**src/rtl/mem_port_arbiter_if.sv**
```systemverilog
// Requester-side and downstream-side bus bundle for mem_port_arbiter.
// Per-port request fields are packed, so port i sits at [i*W +: W].
interface mem_port_arbiter_if #(
  parameter int NUM_PORTS = 2,
  parameter int ADDR_W    = 16,
  parameter int DATA_W    = 16,
  parameter int BE_W      = DATA_W / 8
);
  logic [NUM_PORTS-1:0]        req_read;
  logic [NUM_PORTS-1:0]        req_write;
  logic [NUM_PORTS*ADDR_W-1:0] req_address;
  logic [NUM_PORTS*DATA_W-1:0] req_wdata;
  logic [NUM_PORTS*BE_W-1:0]   req_byte_enable;
  logic [DATA_W-1:0]           req_rdata;
  logic [NUM_PORTS-1:0]        req_resp;

  logic [ADDR_W-1:0]           mem_address;
  logic [DATA_W-1:0]           mem_wdata;
  logic [BE_W-1:0]             mem_byte_enable;
  logic                        mem_read;
  logic                        mem_write;
  logic [DATA_W-1:0]           mem_rdata;
  logic                        mem_resp;

  modport slave (
    input  req_read,
    input  req_write,
    input  req_address,
    input  req_wdata,
    input  req_byte_enable,
    output req_rdata,
    output req_resp,
    output mem_address,
    output mem_wdata,
    output mem_byte_enable,
    output mem_read,
    output mem_write,
    input  mem_rdata,
    input  mem_resp
  );

  modport master (
    output req_read,
    output req_write,
    output req_address,
    output req_wdata,
    output req_byte_enable,
    input  req_rdata,
    input  req_resp,
    input  mem_address,
    input  mem_wdata,
    input  mem_byte_enable,
    input  mem_read,
    input  mem_write,
    output mem_rdata,
    output mem_resp
  );
endinterface

```
**src/rtl/mem_port_arbiter.sv**
```systemverilog
// N-port memory arbiter: fixed-priority or round-robin, one access in
// flight, downstream command held from latched registers until mem_resp.
module mem_port_arbiter #(
  parameter int NUM_PORTS = 2,
  parameter int ADDR_W    = 16,
  parameter int DATA_W    = 16,
  parameter int ARB_MODE  = 0,
  parameter int BE_W      = DATA_W / 8,
  parameter int IDX_W     = $clog2(NUM_PORTS)
) (
  input  logic             clk,
  input  logic             reset,
  mem_port_arbiter_if.slave bus,
  output logic             busy,
  output logic [IDX_W-1:0] grant_idx
);

  typedef enum logic {
    IDLE,
    BUSY
  } state_t;

  typedef struct packed {
    logic [ADDR_W-1:0] addr;
    logic [DATA_W-1:0] wdata;
    logic [BE_W-1:0]   be;
    logic              write;
    logic [IDX_W-1:0]  idx;
  } cmd_t;

  state_t           state_q;
  state_t           state_d;
  cmd_t             cmd_q;
  cmd_t             cmd_d;
  logic [IDX_W-1:0] rr_q;
  logic [IDX_W-1:0] rr_d;

  logic [NUM_PORTS-1:0] pending;
  logic                 any_pending;
  logic [IDX_W-1:0]     win_fixed;
  logic [IDX_W-1:0]     win_rr;
  logic [IDX_W-1:0]     win;
  logic [IDX_W:0]       rr_sum;
  logic                 done;

  assign pending     = bus.req_read | bus.req_write;
  assign any_pending = |pending;

  always_comb begin : fixed_pick
    win_fixed = '0;
    for (int i = NUM_PORTS - 1; i >= 0; i--) begin
      if (pending[i]) win_fixed = IDX_W'(i);
    end
  end

  // Scan downward so the last hit is the first pending port at/after rr_q.
  always_comb begin : rr_pick
    win_rr = rr_q;
    rr_sum = '0;
    for (int off = NUM_PORTS - 1; off >= 0; off--) begin
      rr_sum = {1'b0, rr_q} + (IDX_W+1)'(off);
      if (rr_sum >= (IDX_W+1)'(NUM_PORTS))
        rr_sum = rr_sum - (IDX_W+1)'(NUM_PORTS);
      if (pending[rr_sum[IDX_W-1:0]])
        win_rr = rr_sum[IDX_W-1:0];
    end
  end

  assign win = (ARB_MODE == 1) ? win_rr : win_fixed;

  always_comb begin : next_state
    state_d = state_q;
    cmd_d   = cmd_q;
    rr_d    = rr_q;
    done    = 1'b0;
    unique case (state_q)
      IDLE: begin
        if (any_pending) begin
          state_d     = BUSY;
          cmd_d.addr  = bus.req_address[win*ADDR_W +: ADDR_W];
          cmd_d.wdata = bus.req_wdata[win*DATA_W +: DATA_W];
          cmd_d.be    = bus.req_byte_enable[win*BE_W +: BE_W];
          cmd_d.write = bus.req_write[win];
          cmd_d.idx   = win;
        end
      end
      BUSY: begin
        if (bus.mem_resp) begin
          state_d = IDLE;
          done    = 1'b1;
          if (cmd_q.idx == IDX_W'(NUM_PORTS - 1))
            rr_d = '0;
          else
            rr_d = cmd_q.idx + IDX_W'(1);
        end
      end
      default: state_d = IDLE;
    endcase
  end

  always_ff @(posedge clk or posedge reset) begin
    if (reset) begin
      state_q <= IDLE;
      cmd_q   <= '0;
      rr_q    <= '0;
    end else begin
      state_q <= state_d;
      cmd_q   <= cmd_d;
      rr_q    <= rr_d;
    end
  end

  assign busy      = (state_q == BUSY);
  assign grant_idx = cmd_q.idx;

  assign bus.mem_read        = busy & ~cmd_q.write;
  assign bus.mem_write       = busy & cmd_q.write;
  assign bus.mem_address     = cmd_q.addr;
  assign bus.mem_wdata       = cmd_q.wdata;
  assign bus.mem_byte_enable = cmd_q.be;
  assign bus.req_rdata       = bus.mem_rdata;

  always_comb begin : resp_decode
    bus.req_resp = '0;
    if (done) bus.req_resp[cmd_q.idx] = 1'b1;
  end

  a_resp_onehot : assert property (
    @(posedge clk) disable iff (reset) $onehot0(bus.req_resp));

  a_rw_excl : assert property (
    @(posedge clk) disable iff (reset) !(bus.mem_read && bus.mem_write));

endmodule
```
**src/flat_wrapper.sv**
```systemverilog
// flat-port wrapper written by rule: the top's interface ports become plain ports
module mem_port_arbiter_flat 
#(
  parameter int NUM_PORTS = 2,
  parameter int ADDR_W    = 16,
  parameter int DATA_W    = 16,
  parameter int ARB_MODE  = 0,
  parameter int BE_W      = DATA_W / 8,
  parameter int IDX_W     = $clog2(NUM_PORTS)
)
  (clk, reset, busy, grant_idx, bus_req_read, bus_req_write, bus_req_address, bus_req_wdata, bus_req_byte_enable, bus_req_rdata, bus_req_resp, bus_mem_address, bus_mem_wdata, bus_mem_byte_enable, bus_mem_read, bus_mem_write, bus_mem_rdata, bus_mem_resp);
  mem_port_arbiter_if #(.NUM_PORTS(NUM_PORTS), .ADDR_W(ADDR_W), .DATA_W(DATA_W), .BE_W(BE_W)) bus_i ();
  input  logic clk;
  input  logic reset;
  output logic busy;
  output logic [IDX_W-1:0] grant_idx;
  input wire logic [$bits(bus_i.req_read)-1:0] bus_req_read;
  input wire logic [$bits(bus_i.req_write)-1:0] bus_req_write;
  input wire logic [$bits(bus_i.req_address)-1:0] bus_req_address;
  input wire logic [$bits(bus_i.req_wdata)-1:0] bus_req_wdata;
  input wire logic [$bits(bus_i.req_byte_enable)-1:0] bus_req_byte_enable;
  output wire logic [$bits(bus_i.req_rdata)-1:0] bus_req_rdata;
  output wire logic [$bits(bus_i.req_resp)-1:0] bus_req_resp;
  output wire logic [$bits(bus_i.mem_address)-1:0] bus_mem_address;
  output wire logic [$bits(bus_i.mem_wdata)-1:0] bus_mem_wdata;
  output wire logic [$bits(bus_i.mem_byte_enable)-1:0] bus_mem_byte_enable;
  output wire logic [$bits(bus_i.mem_read)-1:0] bus_mem_read;
  output wire logic [$bits(bus_i.mem_write)-1:0] bus_mem_write;
  input wire logic [$bits(bus_i.mem_rdata)-1:0] bus_mem_rdata;
  input wire logic [$bits(bus_i.mem_resp)-1:0] bus_mem_resp;
  assign bus_i.req_read = bus_req_read;
  assign bus_i.req_write = bus_req_write;
  assign bus_i.req_address = bus_req_address;
  assign bus_i.req_wdata = bus_req_wdata;
  assign bus_i.req_byte_enable = bus_req_byte_enable;
  assign bus_req_rdata = bus_i.req_rdata;
  assign bus_req_resp = bus_i.req_resp;
  assign bus_mem_address = bus_i.mem_address;
  assign bus_mem_wdata = bus_i.mem_wdata;
  assign bus_mem_byte_enable = bus_i.mem_byte_enable;
  assign bus_mem_read = bus_i.mem_read;
  assign bus_mem_write = bus_i.mem_write;
  assign bus_i.mem_rdata = bus_mem_rdata;
  assign bus_i.mem_resp = bus_mem_resp;
  mem_port_arbiter #(.NUM_PORTS(NUM_PORTS), .ADDR_W(ADDR_W), .DATA_W(DATA_W), .ARB_MODE(ARB_MODE), .BE_W(BE_W), .IDX_W(IDX_W)) u_core (.clk(clk), .reset(reset), .bus(bus_i), .busy(busy), .grant_idx(grant_idx));
endmodule
```
**config.mk**
```make
export PLATFORM = sky130hd
export DESIGN_NAME = mem_port_arbiter_flat
export DESIGN_NICKNAME = d
export VERILOG_FILES = /design/src/rtl/mem_port_arbiter_if.sv /design/src/rtl/mem_port_arbiter.sv /design/src/flat_wrapper.sv
export SDC_FILE = /design/constraint.sdc
export NUM_CORES = 1
export LEC_CHECK = 0
export CAP_MARGIN = 10
export CORE_ASPECT_RATIO = 1.1
export CORE_MARGIN = 1.5
export CORE_UTILIZATION = 35
export CTS_BUF_LIST = sky130_fd_sc_hd__clkbuf_4 sky130_fd_sc_hd__clkbuf_8
export CTS_CLUSTER_DIAMETER = 120
export DETAILED_ROUTE_END_ITERATION = 12
export GPL_TIMING_DRIVEN = 1
export PLACE_DENSITY_LB_ADDON = 0.1
export SETUP_SLACK_MARGIN = 0.4
export SLEW_MARGIN = 20
export SYNTH_ARGS = -nofsm -noshare
export SYNTH_HDL_FRONTEND = slang
export SYNTH_SLANG_ARGS = --single-unit
```
**constraint.sdc**
```tcl
create_clock -name clk -period 1.6 [get_ports clk]
set_input_delay 0.16 -clock clk [delete_from_list [all_inputs] [get_ports clk]]
set_output_delay 0.16 -clock clk [all_outputs]
set_load 0.01 [all_outputs]
```
==> results.py <==
metrics = {
    "outcome": {
        "status": "finished clean",
    },
    "cells_and_area": {
        "nets": 360,
        "seq_area_um2": 926,
        "diodes": 0,
        "drive_gt1_share_pct": 17.0,
        "final_cell_area_um2": 3320,
        "area.growth.synth_to_final_pct": 54.7,
        "stdcell_count": 347,
        "fillers": 522,
        "multi_input_area_um2": 785,
        "postLayoutCoreUtil_pct": 56.8,
    },
    "sta": {
        "setup_tns_ns": 0,
        "holdWs_ns": 0.196,
        "slew_violations": 0,
        "rsz0062_at_grt": "yes",
        "finalCritPeriodShare_pct": 93.1,
        "finClkSkew_ns": 0.00258,
        "maxSlewHeadroom_pct": 76.6,
        "clock.fmax_ghz": 0.671,
        "final_hold_viol_count": 0,
        "finalCriticalPeriod_ns": 1.49,
        "setup_ws_ns": 0.110,
        "tightest_slew_ns": 0.350,
        "setup_violations": 0,
    },
    "worst_setup_path": {
        "cp-end-kind": "flip-flop",
        "startpoint_type": "flip-flop",
        "crit_path_max_fanout": 11,
        "crit_type": "reg -> reg",
        "critPathArrivalTime_ns": 1.66,
        "crit_required_ns": 1.77,
    },
    "route": {
        "firstDrtPassIters": 4,
        "drtIter0Drc": 68,
        "routed_wl_mm": 6.07,
        "routed_via_density": 4.94,
        "drtAntennaViolNets": 0,
        "num_vias": 1714,
        "wl_per_cell_um": 17.5,
        "drc": 0,
    },
    "power_and_ir_drop": {
        "ir_worst_vdd_mv": 0.413,
        "power.leakage_nw": 1.31,
        "power_mw": 2.99,
        "p_per_area_nw_per_um2": 902,
    },
    "logic_synthesis": {
        "syn_inst": 189,
        "yosysUniqueCellTypes": 22,
        "ys_ff_latch": 37,
        "yosysSeqAreaShare_pct": 43.2,
        "yosys-top-cells-area": "dfrtp_1 43%, buf_4 18%, o221a_1 16%",
        "synth_area_um2": 2140,
        "yosysTopAreaCellShare_pct": 43.2,
        "synth_area_leader_cell": "dfrtp_1",
        "ys_warn_count": 0,
        "syn-num-nets": 280,
        "synth.avg_cell_area_um2": 11.3,
    },
    "clock_network": {
        "clock-sinks": 37,
        "cts_buffers": 5,
        "htreeDepth": 2,
        "clk_path_buf_depth": 2,
        "path_clk_slew_ns": 0.07,
        "root_buffer": "clkbuf_8",
        "cts_tree": "done",
        "clkLatencyLatePin_ns": 0.28,
    },
    "worst_hold_path": {
        "min_path_type": "in -> async",
    },
    "floorplan": {
        "die_w_um": 77.6,
        "core_area_um2": 5840,
        "num_rows": 29,
        "ios": 147,
        "die-area_um2": 6600,
        "start_util_pct": 36.7,
        "die_h_um": 85.1,
    },
    "placed_design": {
        "post-place-ws_ns": -0.309,
        "place_inst": 327,
        "globalplace.congestion": 0.722,
        "dp_hpwl_mm": 3.85,
        "port_buffers": 114,
        "place_area_um2": 3000,
    },
    "global_routing": {
        "grt_max_degree": 38,
        "overflow": 0,
        "grt_pass1_vias": 1760,
        "grt_use_met1_pct": 24.7,
        "use_met3_pct": 4.84,
        "track_usage_pct": 18.9,
        "antenna_found_initial": 0,
        "grt_pass1_wl_mm": 9.77,
        "grt_most_used_layer": "met2",
        "grtUsageMet2_pct": 32.3,
    },
    "flow_run": {
        "cap_viol_max_count": 0,
    },
}
[cells by family (layout without fill, tap and decap cells)]
kind of cell | count (synthesis) | count (layout) | share of synthesized area (%)
AOI/OAI and AO/OA | 41 | 42 | 20.7
buffers and inverters | 67 | 147 | 23.5
DFF | 37 | 37 | 43.2
and+or+nand+nor | 44 | 44 | 12.6
[registers in the layout (all words and copies together) (netlist names)]
signal,flops
u_core.bus.mem_address,16
u_core.bus.mem_byte_enable,2
u_core.bus.mem_wdata,16
u_core.busy,1
u_core.cmd_q,1
u_core.grant_idx,1
[layout by cell type (no fill, tap or decap)]
cell / instances
a21oi_1: 2
a21oi_4: 2
and2_1: 1
and3_1: 1
and3b_1: 1
buf_12: 5
buf_16: 3
buf_2: 3
buf_4: 13
buf_6: 3
bufinv_16: 1
clkbuf_2: 1
clkbuf_4: 1
clkbuf_8: 6
clkdlybuf4s50_1: 74
dfrtp_1: 37
dlygate4sd2_1: 35
inv_1: 2
nand2_1: 1
nand2_8: 1
nor2_1: 2
nor2_2: 1
nor2_4: 1
nor2b_1: 1
o21ai_0: 2
o21ba_4: 1
o221a_1: 30
o221a_4: 4
o22a_1: 1
or3_1: 34
[cell type report]
type | count | area share [%]
clock buffer | 7 | 2.72
sequential | 37 | 27.9
tap | 77 | 2.91
timing repair buffer | 137 | 41.7
multi-input combinational | 86 | 23.7
inverter | 2 | 0.226
clock inverter | 1 | 0.906
[worst max-delay path, cell delays in order, from the launching register on]
cell	delay, ns
dfrtp_1	0.40
buf_6	0.13
buf_12	0.11
o21ba_4	0.25
nand2_8	0.09
buf_12	0.16
o221a_1	0.24
[layer usage]
metal  part of all wire [%]  vias to the layer above
met2                     49                       71
met5                      0                        -
li1                       -                      820
met4                   0.63                        0
met3                    6.1                        7
met1                     44                      816
[report_power, final]
part           switching [mW]  total [mW]  internal, mW
combinational           0.368       0.944         0.577
sequential             0.0956        1.19          1.10
clock                   0.327       0.852         0.525
total                   0.790        2.99          2.20
[synthesized netlist by cell type, drive strengths merged]
cell	count
and2	1
dfrtp	37
o21ba	1
and3	1
clkbuf	6
inv	2
nor2b	1
buf	59
o21ai	2
nor2	4
o221a	34
a21oi	3
and3b	1
nand2	2
or3	34
o22a	1
[worst paths after layout]
path	startpoint	slack, ns	cells past startpoint	endpoint
max	u_core.busy	0.11	6	u_core.bus.mem_wdata[11]
min in group clk	bus_mem_rdata[13]	0.32	0	bus_req_rdata[13]
max reg2reg	u_core.busy	0.11	6	u_core.bus.mem_wdata[11]
min reg2reg	u_core.bus.mem_wdata[13]	0.54	1	u_core.bus.mem_wdata[13]
min	reset	0.20	3	u_core.bus.mem_wdata[15]
max in group asynchronous	reset	1.05	3	u_core.cmd_q[1]
[what timing repair did]
| action | CTS | global route |
|---|---|---|
| gates cloned | 4 | 0 |
| setup endpoints to repair | 76 | 40 |
| setup buffers | 4 | 4 |
| hold buffers | 0 | 0 |
| pin swaps | 1 | 1 |
| resized for setup | 66 | 8 |
Power figures use the tool's default switching activity.
